===== config.mk =====
export PLATFORM = sky130hd
export DESIGN_NAME = apple_spawner_flat
export DESIGN_NICKNAME = d
export VERILOG_FILES = /design/src/rtl/apple_spawner_if.sv /design/src/rtl/apple_spawner.sv /design/src/flat_wrapper.sv
export SDC_FILE = /design/constraint.sdc
export NUM_CORES = 1
export LEC_CHECK = 0
export BUFFER_PORTS_ARGS = -buffer_cell sky130_fd_sc_hd__buf_2
export CORE_MARGIN = 2
export CORE_UTILIZATION = 28
export DETAILED_ROUTE_END_ITERATION = 8
export GPL_TIMING_DRIVEN = 0
export SLEW_MARGIN = 25
export SYNTH_ARGS = -nofsm -noshare
export SYNTH_HDL_FRONTEND = slang
export SYNTH_SLANG_ARGS = --single-unit

===== constraint.sdc =====
create_clock -name clk_pix -period 69 [get_ports clk_pix]
set_clock_uncertainty 0.2 [all_clocks]
set_input_delay 3.45 -clock clk_pix [delete_from_list [all_inputs] [get_ports clk_pix]]
set_output_delay 3.45 -clock clk_pix [all_outputs]
set_load 0.02 [all_outputs]

===== src/rtl/apple_spawner_if.sv =====
`timescale 1ns/1ps
`default_nettype none
// ============================================================================
// Module   : apple_spawner_if
// Brief    : Request / body-snapshot / apple-position bundle for the spawner.
//            master = snake controller side, slave = apple_spawner.
// Revision : 1.0 - initial release
// ============================================================================
interface apple_spawner_if #(
  parameter int MAX_LEN = 33
);
  logic                   eat_evt;
  logic [15:0]            rnd;
  logic [7:0]             snake_len;
  logic [MAX_LEN*10-1:0]  body_bus_x;
  logic [MAX_LEN*9-1:0]   body_bus_y;
  logic [9:0]             apple_x;
  logic [8:0]             apple_y;
  logic                   apple_valid;
  logic                   busy;
  logic                   fallback;

  modport master (
    output eat_evt, rnd, snake_len, body_bus_x, body_bus_y,
    input  apple_x, apple_y, apple_valid, busy, fallback
  );

  modport slave (
    input  eat_evt, rnd, snake_len, body_bus_x, body_bus_y,
    output apple_x, apple_y, apple_valid, busy, fallback
  );
endinterface
`default_nettype wire


===== src/rtl/apple_spawner.sv =====
`timescale 1ns/1ps
`default_nettype none
// ============================================================================
// Module   : apple_spawner
// Brief    : Places a new apple after each eat event. Random cells are drawn
//            from the LFSR word, rejected if on the border or under the snake
//            body (checked one segment per cycle against a snapshot). After
//            MAX_TRIES failed draws a linear sweep finds the first free cell.
// Revision : 1.0 - initial release
// ============================================================================
module apple_spawner #(
  parameter int CELL      = 10,
  parameter int GRID_W    = 64,
  parameter int GRID_H    = 48,
  parameter int MAX_LEN   = 33,
  parameter int MAX_TRIES = 16,
  parameter int INIT_CX   = 40,
  parameter int INIT_CY   = 24
) (
  input wire             clk_pix,
  input wire             reset_n,
  apple_spawner_if.slave bus
);

  localparam int LW = $clog2(MAX_LEN + 1);
  localparam int TW = $clog2(MAX_TRIES + 1);

  localparam logic [5:0]    c_cx_max    = 6'(GRID_W - 2);
  localparam logic [5:0]    c_cy_max    = 6'(GRID_H - 2);
  localparam logic [9:0]    c_cell_x    = 10'(CELL);
  localparam logic [8:0]    c_cell_y    = 9'(CELL);
  localparam logic [9:0]    c_init_x    = 10'(INIT_CX * CELL);
  localparam logic [8:0]    c_init_y    = 9'(INIT_CY * CELL);
  localparam logic [TW-1:0] c_max_tries = TW'(MAX_TRIES);
  localparam logic [LW-1:0] c_max_len   = LW'(MAX_LEN);

  typedef enum logic [2:0] {
    S_IDLE   = 3'd0,
    S_DRAW   = 3'd1,
    S_SCAN   = 3'd2,
    S_SWEEP  = 3'd3,
    S_COMMIT = 3'd4
  } state_t;

  state_t        r_state, w_state_nxt;
  logic [5:0]    r_cx, w_cx_nxt;
  logic [5:0]    r_cy, w_cy_nxt;
  logic [LW-1:0] r_idx, w_idx_nxt;
  logic [TW-1:0] r_try, w_try_nxt;
  logic          r_sweep, w_sweep_nxt;
  logic          r_pending, w_pending_nxt;
  logic [9:0]    r_ax, w_ax_nxt;
  logic [8:0]    r_ay, w_ay_nxt;
  logic          r_valid, w_valid_nxt;
  logic          r_busy, w_busy_nxt;
  logic          r_fallback, w_fallback_nxt;
  logic          w_accept;

  // Body snapshot taken when a search starts
  logic [9:0]    r_bx [MAX_LEN];
  logic [8:0]    r_by [MAX_LEN];
  logic [LW-1:0] r_len;
  logic [LW-1:0] w_len_snap;
  logic [LW-1:0] w_last;

  // Candidate derived values
  logic [5:0]    w_rcx, w_rcy, w_rcx_cl, w_rcy_cl;
  logic          w_rnd_in;
  logic [5:0]    w_step_cx, w_step_cy;
  logic [9:0]    w_px;
  logic [8:0]    w_py;
  logic          w_hit;
  logic [TW-1:0] w_try_inc;

  logic          w_unused_rnd;
  assign w_unused_rnd = &{1'b0, bus.rnd[15:12]};

  assign w_rcx     = bus.rnd[5:0];
  assign w_rcy     = bus.rnd[11:6];
  assign w_rnd_in  = (w_rcx >= 6'd1) && (w_rcx <= c_cx_max) &&
                     (w_rcy >= 6'd1) && (w_rcy <= c_cy_max);
  assign w_px      = c_cell_x * {4'd0, r_cx};
  assign w_py      = c_cell_y * {3'd0, r_cy};
  assign w_hit     = (w_px == r_bx[r_idx]) && (w_py == r_by[r_idx]);
  assign w_try_inc = r_try + TW'(1);
  assign w_last    = r_len - LW'(1);

  // Clamp the random cell into the interior; this is also the sweep start point
  always_comb begin
    w_rcx_cl = w_rcx;
    w_rcy_cl = w_rcy;
    if (w_rcx < 6'd1)         w_rcx_cl = 6'd1;
    else if (w_rcx > c_cx_max) w_rcx_cl = c_cx_max;
    if (w_rcy < 6'd1)         w_rcy_cl = 6'd1;
    else if (w_rcy > c_cy_max) w_rcy_cl = c_cy_max;
  end

  // Next sweep cell in raster order, wrapping inside the interior
  always_comb begin
    w_step_cx = r_cx + 6'd1;
    w_step_cy = r_cy;
    if (r_cx >= c_cx_max) begin
      w_step_cx = 6'd1;
      w_step_cy = (r_cy >= c_cy_max) ? 6'd1 : r_cy + 6'd1;
    end
  end

  // Length 0 still checks the head; lengths beyond the bus are capped
  always_comb begin
    if (bus.snake_len == 8'd0)               w_len_snap = LW'(1);
    else if (bus.snake_len > 8'(MAX_LEN))    w_len_snap = c_max_len;
    else                                     w_len_snap = bus.snake_len[LW-1:0];
  end

  // Next-state and datapath update for the search FSM
  always_comb begin
    w_state_nxt    = r_state;
    w_cx_nxt       = r_cx;
    w_cy_nxt       = r_cy;
    w_idx_nxt      = r_idx;
    w_try_nxt      = r_try;
    w_sweep_nxt    = r_sweep;
    w_pending_nxt  = r_pending;
    w_ax_nxt       = r_ax;
    w_ay_nxt       = r_ay;
    w_valid_nxt    = r_valid;
    w_busy_nxt     = r_busy;
    w_fallback_nxt = r_fallback;
    w_accept       = 1'b0;

    // An eat event during a search is remembered; repeats coalesce
    if (r_state != S_IDLE && bus.eat_evt) w_pending_nxt = 1'b1;

    case (r_state)
      S_IDLE: begin
        if (bus.eat_evt || r_pending) begin
          w_accept      = 1'b1;
          w_state_nxt   = S_DRAW;
          w_try_nxt     = '0;
          w_busy_nxt    = 1'b1;
          w_valid_nxt   = 1'b0;
          w_pending_nxt = 1'b0;
          w_sweep_nxt   = 1'b0;
        end
      end
      S_DRAW: begin
        // Keep the clamped cell so a sweep can start from the last draw
        w_cx_nxt = w_rcx_cl;
        w_cy_nxt = w_rcy_cl;
        if (w_rnd_in) begin
          w_idx_nxt   = '0;
          w_state_nxt = S_SCAN;
        end else begin
          w_try_nxt = w_try_inc;
          if (w_try_inc == c_max_tries) begin
            w_state_nxt    = S_SWEEP;
            w_sweep_nxt    = 1'b1;
            w_fallback_nxt = 1'b1;
          end
        end
      end
      S_SCAN: begin
        if (w_hit) begin
          if (r_sweep) begin
            w_cx_nxt    = w_step_cx;
            w_cy_nxt    = w_step_cy;
            w_state_nxt = S_SWEEP;
          end else begin
            w_try_nxt = w_try_inc;
            if (w_try_inc == c_max_tries) begin
              w_state_nxt    = S_SWEEP;
              w_sweep_nxt    = 1'b1;
              w_fallback_nxt = 1'b1;
            end else begin
              w_state_nxt = S_DRAW;
            end
          end
        end else if (r_idx == w_last) begin
          w_state_nxt = S_COMMIT;
        end else begin
          w_idx_nxt = r_idx + LW'(1);
        end
      end
      S_SWEEP: begin
        w_idx_nxt   = '0;
        w_state_nxt = S_SCAN;
      end
      S_COMMIT: begin
        w_ax_nxt    = w_px;
        w_ay_nxt    = w_py;
        w_valid_nxt = 1'b1;
        // Stay busy across back-to-back searches when a request is queued
        w_busy_nxt  = w_pending_nxt;
        w_sweep_nxt = 1'b0;
        w_state_nxt = S_IDLE;
      end
      default: w_state_nxt = S_IDLE;
    endcase
  end

  // State and datapath registers; reset abandons any search in flight
  always_ff @(posedge clk_pix) begin
    if (!reset_n) begin
      r_state    <= S_IDLE;
      r_cx       <= '0;
      r_cy       <= '0;
      r_idx      <= '0;
      r_try      <= '0;
      r_sweep    <= 1'b0;
      r_pending  <= 1'b0;
      r_ax       <= c_init_x;
      r_ay       <= c_init_y;
      r_valid    <= 1'b1;
      r_busy     <= 1'b0;
      r_fallback <= 1'b0;
    end else begin
      r_state    <= w_state_nxt;
      r_cx       <= w_cx_nxt;
      r_cy       <= w_cy_nxt;
      r_idx      <= w_idx_nxt;
      r_try      <= w_try_nxt;
      r_sweep    <= w_sweep_nxt;
      r_pending  <= w_pending_nxt;
      r_ax       <= w_ax_nxt;
      r_ay       <= w_ay_nxt;
      r_valid    <= w_valid_nxt;
      r_busy     <= w_busy_nxt;
      r_fallback <= w_fallback_nxt;
    end
  end

  // Capture body and length at search start so snake ticks mid-search are ignored
  always_ff @(posedge clk_pix) begin
    if (!reset_n) begin
      r_len <= LW'(1);
    end else if (w_accept) begin
      r_len <= w_len_snap;
      for (int i = 0; i < MAX_LEN; i++) begin
        r_bx[i] <= bus.body_bus_x[i*10 +: 10];
        r_by[i] <= bus.body_bus_y[i*9 +: 9];
      end
    end
  end

  assign bus.apple_x     = r_ax;
  assign bus.apple_y     = r_ay;
  assign bus.apple_valid = r_valid;
  assign bus.busy        = r_busy;
  assign bus.fallback    = r_fallback;

endmodule
`default_nettype wire


===== src/flat_wrapper.sv =====
// flat-port wrapper written by rule: the top's interface ports become plain ports
module apple_spawner_flat 
#(
  parameter int CELL      = 10,
  parameter int GRID_W    = 64,
  parameter int GRID_H    = 48,
  parameter int MAX_LEN   = 33,
  parameter int MAX_TRIES = 16,
  parameter int INIT_CX   = 40,
  parameter int INIT_CY   = 24
)
  (clk_pix, reset_n, bus_eat_evt, bus_rnd, bus_snake_len, bus_body_bus_x, bus_body_bus_y, bus_apple_x, bus_apple_y, bus_apple_valid, bus_busy, bus_fallback);
  apple_spawner_if #(.MAX_LEN(MAX_LEN)) bus_i ();
  input wire clk_pix;
  input wire reset_n;
  input wire logic [$bits(bus_i.eat_evt)-1:0] bus_eat_evt;
  input wire logic [$bits(bus_i.rnd)-1:0] bus_rnd;
  input wire logic [$bits(bus_i.snake_len)-1:0] bus_snake_len;
  input wire logic [$bits(bus_i.body_bus_x)-1:0] bus_body_bus_x;
  input wire logic [$bits(bus_i.body_bus_y)-1:0] bus_body_bus_y;
  output wire logic [$bits(bus_i.apple_x)-1:0] bus_apple_x;
  output wire logic [$bits(bus_i.apple_y)-1:0] bus_apple_y;
  output wire logic [$bits(bus_i.apple_valid)-1:0] bus_apple_valid;
  output wire logic [$bits(bus_i.busy)-1:0] bus_busy;
  output wire logic [$bits(bus_i.fallback)-1:0] bus_fallback;
  assign bus_i.eat_evt = bus_eat_evt;
  assign bus_i.rnd = bus_rnd;
  assign bus_i.snake_len = bus_snake_len;
  assign bus_i.body_bus_x = bus_body_bus_x;
  assign bus_i.body_bus_y = bus_body_bus_y;
  assign bus_apple_x = bus_i.apple_x;
  assign bus_apple_y = bus_i.apple_y;
  assign bus_apple_valid = bus_i.apple_valid;
  assign bus_busy = bus_i.busy;
  assign bus_fallback = bus_i.fallback;
  apple_spawner #(.CELL(CELL), .GRID_W(GRID_W), .GRID_H(GRID_H), .MAX_LEN(MAX_LEN), .MAX_TRIES(MAX_TRIES), .INIT_CX(INIT_CX), .INIT_CY(INIT_CY)) u_core (.clk_pix(clk_pix), .reset_n(reset_n), .bus(bus_i));
endmodule

## Word level (Yosys, flattened, before mapping)

Memories as Yosys holds them, arrays and structs flattened. A register that Yosys moved wholly into a read port is not among the register bits.
Cells that the tools add are included.

| operators by class | value |
|---|---|
| $add $sub $neg | 5 |
| multipliers | 2 |
| magnitude comparators | 11 |
| equal/unequal tests | 20 |
| mux-type cells | 59 |
| reductions and logical operators | 22 |

Operators with widths:

| kind | count |
|---|---|
| $mux W6 | 20 |
| $pmux W6 S2 | 2 |
| $mux W5 | 4 |
| $mux W1 | 19 |
| $add A6 B1 Y6 const B | 3 |
| $mux W3 | 6 |
| $pmux W6 S3 | 1 |
| $pmux W5 S3 | 1 |
| $ge A6 B1 Y1 const B | 2 |
| $ge A6 B6 Y1 const B | 2 |
| $gt A6 B6 Y1 const B | 2 |
| $le A6 B6 Y1 const B | 2 |
| $lt A6 B1 Y1 const B | 2 |
| $ne A2 B1 Y1 const B | 6 |
| $pmux W3 S4 | 1 |
| $reduce_and A4 Y1 | 3 |
| $eq A10 B10 Y1 | 1 |
| $reduce_and A5 Y1 | 2 |
| $eq A9 B9 Y1 | 1 |
| $mul A3 B6 Y9 const A | 1 |
| $reduce_bool A3 Y1 | 3 |
| $gt A8 B6 Y1 const B | 1 |
| $logic_not A8 Y1 | 1 |
| $mul A3 B6 Y8 const A | 1 |
| other kinds (19) | 32 |

| word-level totals | value |
|---|---|
| flip-flop bits (word level) | 54 |
| memory bits (writable) | 627 |
| input bits | 654 |
| output and inout bits | 22 |
| logic and storage cells | 134 |
| memories | 2 |

Memory list:

| memory | depth | width | rd ports | clocked after memory_dff | write ports | line | source |
|---|---|---|---|---|---|---|---|
| u_core.r_bx | 33 | 10 | 1 | 1 | 33 | apple_spawner.sv:60 | `logic [9:0] r_bx [MAX_LEN];` |
| u_core.r_by | 33 | 9 | 1 | 1 | 33 | apple_spawner.sv:61 | `logic [8:0] r_by [MAX_LEN];` |

## Depth between registers and ports, before layout

Gate-level depths: netlist (run 1).

| depth | value |
|---|---|
| word-level depth | 8 |
| mapped depth | 16 |
| depth with buffers taken out | 14 |

## Least setup slack after synthesis (run 1)

Ideal clock, no wire load.

| timing path | value |
|---|---|
| kind | input to register |
| from | in reset_n |
| to | mem u_core.r_bx[0][0] (enable) |
| data arrival time | 30.126 ns |
| required time | 67.163 ns |
| path slack | 37.037 ns |
| stages on the path | 4 |
| cell sequence | clkbuf_1 clkinv_1 clkbuf_1 nor2_1 |

RTL lines:

| what | line | source |
|---|---|---|
| start, declared | flat_wrapper.sv:15 | `input wire reset_n;` |
| end, declared | apple_spawner.sv:60 |  |

==> results of run 1 <==
-- per-layer routing --
layer	GRT usage (%)	share of wire (%)
met3	4.29	7.3
met2	33.2	50
met1	23.8	40
met5	0	0.14
met4	6.09	2.6
-- synthesized netlist by cell type, drive strengths merged, types with 6 or more instances --
master	instances
dfxtp	60
or4	6
o22ai	20
nor4	13
nand2b	10
a22oi	35
a21oi	52
xor2	12
nor2b	18
nand4	11
buf	59
o31ai	12
o21ai	27
and3	6
mux2i	115
clkbuf	20
edfxtp	627
mux4	98
a22o	9
or2	9
o211ai	10
xnor2	22
nor3	23
inv	18
ha	23
a211oi	15
nand2	75
nor2	65
nand3	27
mux2	12
a31oi	10
nor3b	7
-- through the flow --
stage               total power (µW)  hold WS [ns]  setup WS [ns]  instance area, µm²
floorplan                        565         0.275          37.04               27900
global placement                 616         0.234          25.55               32900
detailed placement               586         0.248          61.36               33700
CTS                             1010         0.259          62.09               36400
global route                    1040         0.286          61.77               36400
finish                          1000         0.255          61.99               36400
-- cells in the final DEF (no fill, tap or decap), types with 8 or more instances in the layout --
cell and n:
buf_6 10, nor2_1 64, o211ai_1 9, clkbuf_16 79, nand3_1 27, a21oi_1 52, mux4_2 91, edfxtp_1 627
ha_1 23, mux2_2 12, buf_16 20, a22oi_1 35, nor4_1 11, dfxtp_1 60, nand4_1 11, nand2_1 74
nor2b_1 18, a211oi_1 14, nor3_1 23, o31ai_1 12, clkbuf_1 35, a31oi_1 10, xor2_1 12, buf_12 13
o21ai_0 25, inv_1 18, nand2b_1 10, a22o_1 9, mux2i_1 115, buf_2 692, or2_2 8, bufinv_16 10
buf_4 22, o22ai_1 20, clkinv_1 15, diode_2 17, xnor2_1 22
-- state kept, by name, indices dropped and copies added, names as in the netlist, 3 cells and up, named ones only --
register,flops
u_core.r_cy,6
u_core.r_bx,330
u_core.bus.apple_y,8
u_core.r_cx,6
u_core.r_by,297
u_core.r_state,3
u_core.bus.apple_x,9
u_core.r_try,5
u_core.r_len,6
u_core.r_idx,6
-- critical path: stages --
cell and delay [ns]:
clkbuf_1 0.38, clkinv_1 0.42, clkbuf_1 0.40, nor2_4 0.61, buf_16 0.26, buf_16 0.18
buf_12 0.21, buf_12 0.21, buf_12 0.21, buf_16 0.19, buf_16 0.18, buf_16 0.18
buf_16 0.18
-- worst max-delay path by stage --
| stage | from | endpoint | slack [ns] | cells after the start |
|---|---|---|---|---|
| finish | reset_n | u_core.r_bx[31][1]$_DFFE_PP_ | 61.99 | 13 |
| detailed placement | reset_n | u_core.r_bx[17][1]$_DFFE_PP_ | 61.36 | 13 |
| floorplan | reset_n | u_core.r_bx[0][0]$_DFFE_PP_ | 37.04 | 4 |
| global placement | reset_n | u_core.r_bx[20][1]$_DFFE_PP_ | 25.55 | 4 |
| global route | reset_n | u_core.r_bx[2][1]$_DFFE_PP_ | 61.77 | 13 |
| CTS | reset_n | u_core.r_bx[3][1]$_DFFE_PP_ | 62.09 | 13 |
-- power groups by stage --
stage / Combinational, µW / Sequential, µW / Clock [µW]
2_1_floorplan: 38.0 / 527 / 0
3_3_place_gp: 73.0 / 543 / 0
3_5_place_dp: 83.6 / 502 / 0
4_1_cts: 83.9 / 493 / 437
5_1_grt: 90.2 / 495 / 453
6_report: 83.0 / 493 / 428
-- cells by family after synthesis --
group / count (synthesis) / synth area share (%)
AO/OA/AOI/OAI: 238 / 5.85
XOR/XNOR: 35 / 1.15
adder cells (fa/ha/maj): 25 / 1.17
buffers and inverters: 100 / 2.19
flip-flops: 687 / 71.7
multiplexers: 225 / 12.6
other: 1 / 0.0134
AND/OR/NAND/NOR: 294 / 5.35
-- layout make-up --
class,instances,area (µm²)
Sequential cell,687,20000
Inverter,20,76.3
Clock buffer,98,2060
Tap cell,1287,1610
Fill cell,9436,62300
Multi-Input combinational cell,819,7340
Antenna cell,17,42.5
Buffer,80,539
Clock inverter,43,579
Timing Repair Buffer,703,4130
==> flow_summary.toml, run 1 <==
[status]
status = "finished clean"

[clock_tree]
ctsHoldBuffers = 0
cts-resized-gates = 0
clkSlewWorstSetupHoldPaths_ns = 0.06
cts_max_level = 3
clkSinkCount = 687
post_cts_buffers = 0
clockBufferDepth = 3
root_buffer = "clkbuf_16"
cts_made_buffers = 78
clk_latency_ns = 0.66
cts_tree = "built"

[finish]
layout.nets = 3068
syn_to_final_growth_pct = 30.3
fin_cells = 3754
fin_util_pct = 36.9
drive_gt1_share_pct = 40.8

[floorplanning]
floorplan.initialDensity_pct = 28.3
dieArea_um2 = 102000
die_w_um = 320
core_area_um2 = 98700
fp.dieH_um = 320
top_level_ports = 676
rows = 115

[sta]
max-slew-margin-rel_pct = 29.4
fin_crit_sh_pct = 10.2
worst_pin_slew_ns = 1.03
report.final.setup_viol = 0
hold_viol = 0
tns_ns = 0
fin_crit_ns = 7.01
rsz0062_at_grt = "false"
timing.fmax_mhz = 143
slew_violations = 0

[power]
p_switching_uw = 229
ir_drop_v = 0.0000205
cellPowerDensity_nw_per_um2 = 27.6
internal_power_uw = 775
clockPowerShare_pct = 42.6
power_switching_share_pct = 22.8
cellLeakagePower_uw = 0.0131
combPwrFrac_pct = 8.3
p_seq_share_pct = 49.1

[critical_path]
crit_required_ns = 69.16
cp-start-kind = "input pin"
ff2ff_setup_slack_ns = 63.03
reg2reg_to = "u_core.r_idx[2]$_SDFFE_PN0N_"
r2r_cells = 14
cp_max_fo = 24
critical_path_class = "input pin to flop"
cp-end-kind = "flop"
crit_arrival_ns = 7.17

[placed_design]
dp_cells = 3595
gp_congestion = 0.865
io_buffer_count = 668
dpl.hpwl_um = 78000

[synth]
yosysTopAreaCellShare_pct = 67.4
ys_warn_count = 0
syn_inst = 1605
synth.distinct_cells = 80
avgSynthCellArea_um2 = 17.4
synthFlopType = "edfxtp_1"
ys_ff_latch = 687
synth_edf_count = 627
netlist_top_cells_area = "edfxtp_1 67%, mux4_2 7.3%, dfxtp_1 4.3%, mux2i_1 4.1%, ha_1 1.0%"
synth-async-reset-ratio_pct = 0
yosysTopAreaCell = "edfxtp_1"
yosysSeqAreaShare_pct = 71.7
syn_area_um2 = 27900

[hold_path]
hold_path.class = "flop to flop"
min_from = "u_core.bus.apple_y[1]$_SDFFE_PN0P_"
min_path_cells = 2
hold_path_end = "u_core.bus.apple_y[1]$_SDFFE_PN0P_"

[detailed_routing]
drc = 0
vias = 17957
drt_pass1_iterations = 7
finalWirelength_um = 100000
antenna_left = 0
drt-wirelength-per-cell_um = 26.7
drt_iter0_markers = 1438
vias_per_cell = 4.78

[global_route]
antenna_found_initial = 39
grt_pass1_wl_um = 136000
grt_max_degree = 28
grt-ovfl-total = 0
grt_pass1_vias = 18551
grt_use_total_pct = 19.2

[flow_run]
drv_cap = 0
Power figures use the tool's default switching activity.
==> run 2, diff against run 1 <==
==> constraint.sdc (replaced) <==
create_clock -name clk_pix -period 6.31 [get_ports clk_pix]
set_clock_uncertainty 0.2 [all_clocks]
set_input_delay 0.3155 -clock clk_pix [delete_from_list [all_inputs] [get_ports clk_pix]]
set_output_delay 0.3155 -clock clk_pix [all_outputs]
set_load 0.02 [all_outputs]
==> run 2 against run 1 <==
Clock power grew to 10 times the previous value. Register-to-register slack lost 63 ns. Die area is the same. Total power grew to 11 times the previous value. Largest cell class unchanged. Largest power group unchanged. Critical endpoint is now u_core.r_idx[2]$_SDFFE_PN0N_.
==> flow_summary.toml, run 2 (same netlist as run 1, synthesis figures left out) <==
[status]
status = "finished clean"

[finish]
largest_register_ffs = 330
syn_to_final_growth_pct = 52.9
layout.nets = 3711
fin_cells = 4397
final_cell_mix = "692 x buf_2, 648 x dlygate4sd3_1, 627 x edfxtp_1"
top_register = "u_core.r_bx"
mostFrequentLayoutCell = "buf_2"
drive_gt1_share_pct = 32.5

[global_route]
grt_use_total_pct = 21.0
grt_pass1_vias = 23032
grt_max_degree = 29
grt_pass1_wl_um = 153000
antenna_found_initial = 22
grt-ovfl-total = 0

[detailed_routing]
finalWirelength_um = 109000
drc = 0
vias_per_cell = 4.75
drt-wirelength-per-cell_um = 24.8
vias = 20868
drt_pass1_iterations = 5
drt_iter0_markers = 1717
antenna_left = 0

[power]
cellLeakagePower_uw = 0.0157
ir_drop_v = 0.000256
cellPowerDensity_nw_per_um2 = 261

[critical_path]
ff2ff_setup_slack_ns = 0.29
crit_end = "u_core.r_idx[2]$_SDFFE_PN0N_"
cp_max_fo = 11
reg2reg_to = "u_core.r_idx[2]$_SDFFE_PN0N_"
cp-end-kind = "flop"
critical_path_class = "flop to flop"
r2r_cells = 14
cp-start-kind = "flop"
crit_arrival_ns = 6.28
crit_required_ns = 6.58

[floorplanning]
rows = 115
fp.dieH_um = 320
dieArea_um2 = 102000
core_area_um2 = 98700
die_w_um = 320
top_level_ports = 676
floorplan.initialDensity_pct = 28.3

[sta]
holdWs_ns = 0.0689
slew_violations = 0
max-slew-margin-rel_pct = 24.8
worst_pin_slew_ns = 1.12
fin_crit_sh_pct = 95.3
fin_crit_ns = 6.02
timing.fmax_mhz = 166
report.final.setup_viol = 0
rsz0062_at_grt = "false"
hold_viol = 0

[clock_tree]
cts_max_level = 3
clkSinkCount = 687
clkSlewWorstSetupHoldPaths_ns = 0.07
cts_made_buffers = 77
clockBufferDepth = 3
post_cts_buffers = 0
clk_latency_ns = 0.65
root_buffer = "clkbuf_16"
cts_tree = "built"

[placed_design]
gp_congestion = 0.856
dp_cells = 3591
io_buffer_count = 668
dpl.hpwl_um = 76600

[hold_path]
hold_path.class = "input pin to flop"

[flow_run]
drv_cap = 0
## run 2: cell count changes in the layout (fill, tap and decap cells not counted), moves of 3 or more
cell	previous run	this run
dlygate4sd3_1	0	648
clkinv_2	7	13
inv_6	3	7
clkinv_1	15	10
clkinv_8	0	3
buf_12	13	16
clkbuf_1	35	32
bufinv_16	10	6
buf_16	20	16
## run 2: cell type report
cell class | instances | area [µm²]
well taps | 1287 | 1610
multi-input cells | 819 | 7360
clock inverters | 44 | 459
plain buffers | 80 | 561
flip-flops and latches | 687 | 20000
fillers | 8656 | 56000
diodes | 16 | 40.0
clock buffers | 97 | 2030
repair buffers | 1347 | 10500
inverters | 20 | 77.6
## run 2: timing repair
item,CTS,global route
gates resized for setup,0,1
setup endpoints to repair,0,2
hold endpoints to repair,645,0
hold buffers,648,0
## run 2: worst max-delay path, stage by stage (launching register included)
cell	delay, ns
dfxtp_1	0.45
buf_4	0.29
buf_2	0.56
buf_2	0.51
buf_2	0.63
mux2i_1	0.27
o22ai_1	0.17
nor2_1	0.56
xnor2_1	0.14
a21oi_1	0.14
a41oi_1	0.43
or4b_4	0.74
buf_6	0.18
nand3_1	0.11
mux2i_1	0.44
## run 2: worst min path at each step
stage                                             startpoint                                  to  slack (ns)  cells past startpoint
after floorplan                            bus_body_bus_x[0]         u_core.r_bx[0][0]$_DFFE_PP_        0.21                      0
after global placement    u_core.bus.apple_y[3]$_SDFFE_PN0P_  u_core.bus.apple_y[3]$_SDFFE_PN0P_        0.23                      2
after detailed placement  u_core.bus.apple_x[2]$_SDFFE_PN0P_  u_core.bus.apple_x[2]$_SDFFE_PN0P_        0.24                      2
after CTS                                   bus_snake_len[7]        u_core.r_len[4]$_SDFFE_PN0P_        0.02                      6
after global routing                        bus_snake_len[5]        u_core.r_len[0]$_SDFFE_PN1P_         0.1                      5
final                                       bus_snake_len[7]        u_core.r_len[2]$_SDFFE_PN0P_        0.07                      6
## run 2: metal layers
layer | global-route usage [%] | part of all wire [%]
met1 | 25.1 | 39
met3 | 3.93 | 6.0
met5 | 0 | 0.012
met2 | 37.7 | 52
met4 | 7.14 | 2.9
## run 2: per-stage QoR
stage	util [%]	cell area [µm²]	power [µW]	worst slack, ns	setup TNS, ns
after floorplan	-	28000	5970	-4.66	-2924.32
after global placement	33.4	32900	6430	-9.00	-5559.49
after detailed placement	34.1	33700	6400	0.223	0
after CTS	43.2	42700	11200	0.172	0
after global routing	43.3	42700	11500	0.00997	0
final	43.3	42700	11100	0.294	0
## run 2: power by group
part           internal [µW]  total (µW)  switching (µW)
Combinational            684        1260             577
Clock                   2560        4490            1920
Sequential              5300        5400            99.3
Total                   8550       11100            2600
==> run 3, diff against run 2 <==
--- a/config.mk
+++ b/config.mk
@@ -6,7 +6,7 @@
 export NUM_CORES = 1
 export LEC_CHECK = 0
 export BUFFER_PORTS_ARGS = -buffer_cell sky130_fd_sc_hd__buf_2
-export CORE_MARGIN = 2
+export CORE_MARGIN = 10
 export CORE_UTILIZATION = 28
 export DETAILED_ROUTE_END_ITERATION = 8
 export GPL_TIMING_DRIVEN = 0
==> constraint.sdc (replaced) <==
create_clock -name clk_pix -period 6.4 [get_ports clk_pix]
set_clock_uncertainty 0.2 [all_clocks]
set_input_delay 0.32 -clock clk_pix [delete_from_list [all_inputs] [get_ports clk_pix]]
set_output_delay 0.32 -clock clk_pix [all_outputs]
set_load 0.02 [all_outputs]
==> run 3 against run 2 <==
Utilization about the same. Clock-buffer cell count decreased by 1. Cell count increased by 0.34%. Total power decreased by 1.3%. Cell area about the same. Maximum frequency decreased by 0.66%. Sequential cell count unchanged. Global-route usage decreased by 0.34 points. Sequential share of layout area about the same.
==> flow_summary.toml, run 3 (same netlist as run 1, synthesis figures left out) <==
[global_route]
grt_max_degree = 29
grt_util_met2_pct = 36.4
met1_usage_pct = 25.0
grt_use_total_pct = 20.6
grt_pass1_wl_um = 166000
antenna_found_initial = 26
top_usage_layer = "met2"
use_met3_pct = 4.50
grt-ovfl-total = 0
grt_pass1_vias = 23206

[critical_path]
crit_arrival_ns = 6.33
cp_max_fo = 10
worstPathCellList = "buf_6 -> buf_4 -> buf_4 -> clkbuf_4 -> buf_2 -> mux2i_1 -> nand2_1 -> nand4_1 -> nand4_1 -> xnor2_1 -> a41oi_1 -> or4b_4 -> buf_6 -> nand3_1 -> mux2i_1"
cp_top_family = "buffers and inverters"
cp-end-kind = "flop"
path_buf_inv = 6
critical_path_class = "flop to flop"
cp-start-kind = "flop"
cpPeakStageDelay_ns = 0.73
crit_required_ns = 6.67
cpMaxStageDelayCell = "or4b_4"

[floorplanning]
floorplan.initialDensity_pct = 28.3
die_w_um = 336
dieArea_um2 = 113000
fp.dieH_um = 336
top_level_ports = 676
rows = 115
core_area_um2 = 98700

[status]
status = "finished clean"

[finish]
layout.nets = 3714
fin_cells = 4412
final_cell_mix = "689 x buf_2, 649 x dlygate4sd3_1, 627 x edfxtp_1"
largest_register_ffs = 330
top_register = "u_core.r_bx"
fin_util_pct = 43.3
drive_gt1_share_pct = 32.5
syn_to_final_growth_pct = 53.0
mostFrequentLayoutCell = "buf_2"

[clock_tree]
cts_max_level = 3
clkSlewWorstSetupHoldPaths_ns = 0.06
root_buffer = "clkbuf_16"
clk_latency_ns = 0.67
clkSinkCount = 687
cts_made_buffers = 78
clockBufferDepth = 3
cts_tree = "built"

[detailed_routing]
drt_iter0_markers = 1958
vias_per_cell = 4.84
drt_pass1_iterations = 5
finalWirelength_um = 119000
drt-wirelength-per-cell_um = 27.0
vias = 21355
drc = 0
antenna_left = 0

[placed_design]
io_buffer_count = 668
gp_congestion = 0.868
dpl.hpwl_um = 84400
pre_cts_ws_ns = -0.0487
dp_cells = 3593

[sta]
fin_crit_sh_pct = 94.6
worst_pin_slew_ns = 1.05
tns_ns = 0
fin_crit_ns = 6.06
report.final.setup_viol = 0
holdWs_ns = 0.0676
setup_slack_ns = 0.344
slew_violations = 0
max-slew-margin-rel_pct = 28.2
timing.fmax_mhz = 165
hold_viol = 0
rsz0062_at_grt = "false"

[hold_path]
hold_path.class = "input pin to flop"

[flow_run]
drv_cap = 0

[power]
ir_drop_v = 0.000248
cellPowerDensity_nw_per_um2 = 257
cellLeakagePower_uw = 0.0157
-- run 3: cell type report --
| cell class | instances | area (µm²) |
|---|---|---|
| clock buffer | 96 | 2030 |
| inverter | 20 | 77.6 |
| clock inverter | 44 | 444 |
| multi-input combinational | 819 | 7350 |
| fill | 8662 | 56000 |
| tap | 1287 | 1610 |
| timing repair buffer | 1349 | 10600 |
| antenna | 30 | 75.1 |
| buffer | 80 | 566 |
| sequential | 687 | 20000 |
-- run 3: timing repair --
item / 4_1_cts / 5_1_grt
setup endpoints to repair: 2 / 2
setup buffers: 0 / 0
hold endpoints to repair: 645 / 0
gates resized for setup: 2 / 1
hold buffers: 649 / 0
pin swaps: 0 / 0
-- run 3: worst paths after layout --
path,start,end,slack (ns),cells after the start
hold / removal,bus_snake_len[7],u_core.r_len[2]$_SDFFE_PN0P_,0.07,6
setup / recovery,flop,u_core.r_idx[2]$_SDFFE_PN0N_,0.34,15
setup reg to reg,flop,u_core.r_idx[2]$_SDFFE_PN0N_,0.34,15
hold reg to reg,u_core.bus.apple_valid$_SDFFE_PN1P_,u_core.bus.apple_valid$_SDFFE_PN1P_,0.25,2
-- run 3: where the power goes --
group | switching (µW) | total [µW] | internal [µW] | leakage (µW)
combinational | 591 | 1270 | 677 | 0.00821
sequential | 101 | 5330 | 5230 | 0.00632
clock | 1920 | 4410 | 2490 | 0.00121
total | 2610 | 11000 | 8390 | 0.0157
-- run 3: through the flow --
step / power [µW] / area [µm²]
floorplan: 5890 / 28000
global placement: 6370 / 32900
detailed placement: 6330 / 33700
CTS: 11000 / 42700
global route: 11300 / 42700
finish: 11000 / 42700
-- run 3: per-layer routing --
layer  share of wire [%]  vias up
met5               0.034        -
met1                  39    10646
li1                    -     9415
met3                 7.0      210
met2                  51     1078
met4                 2.7        6
-- run 3: tightest hold or removal path: cells and delay by family --
kind            cells  cell delay [ns]
compound gates      2             0.26
buf+inv             1             0.09
simple gates        3             0.19
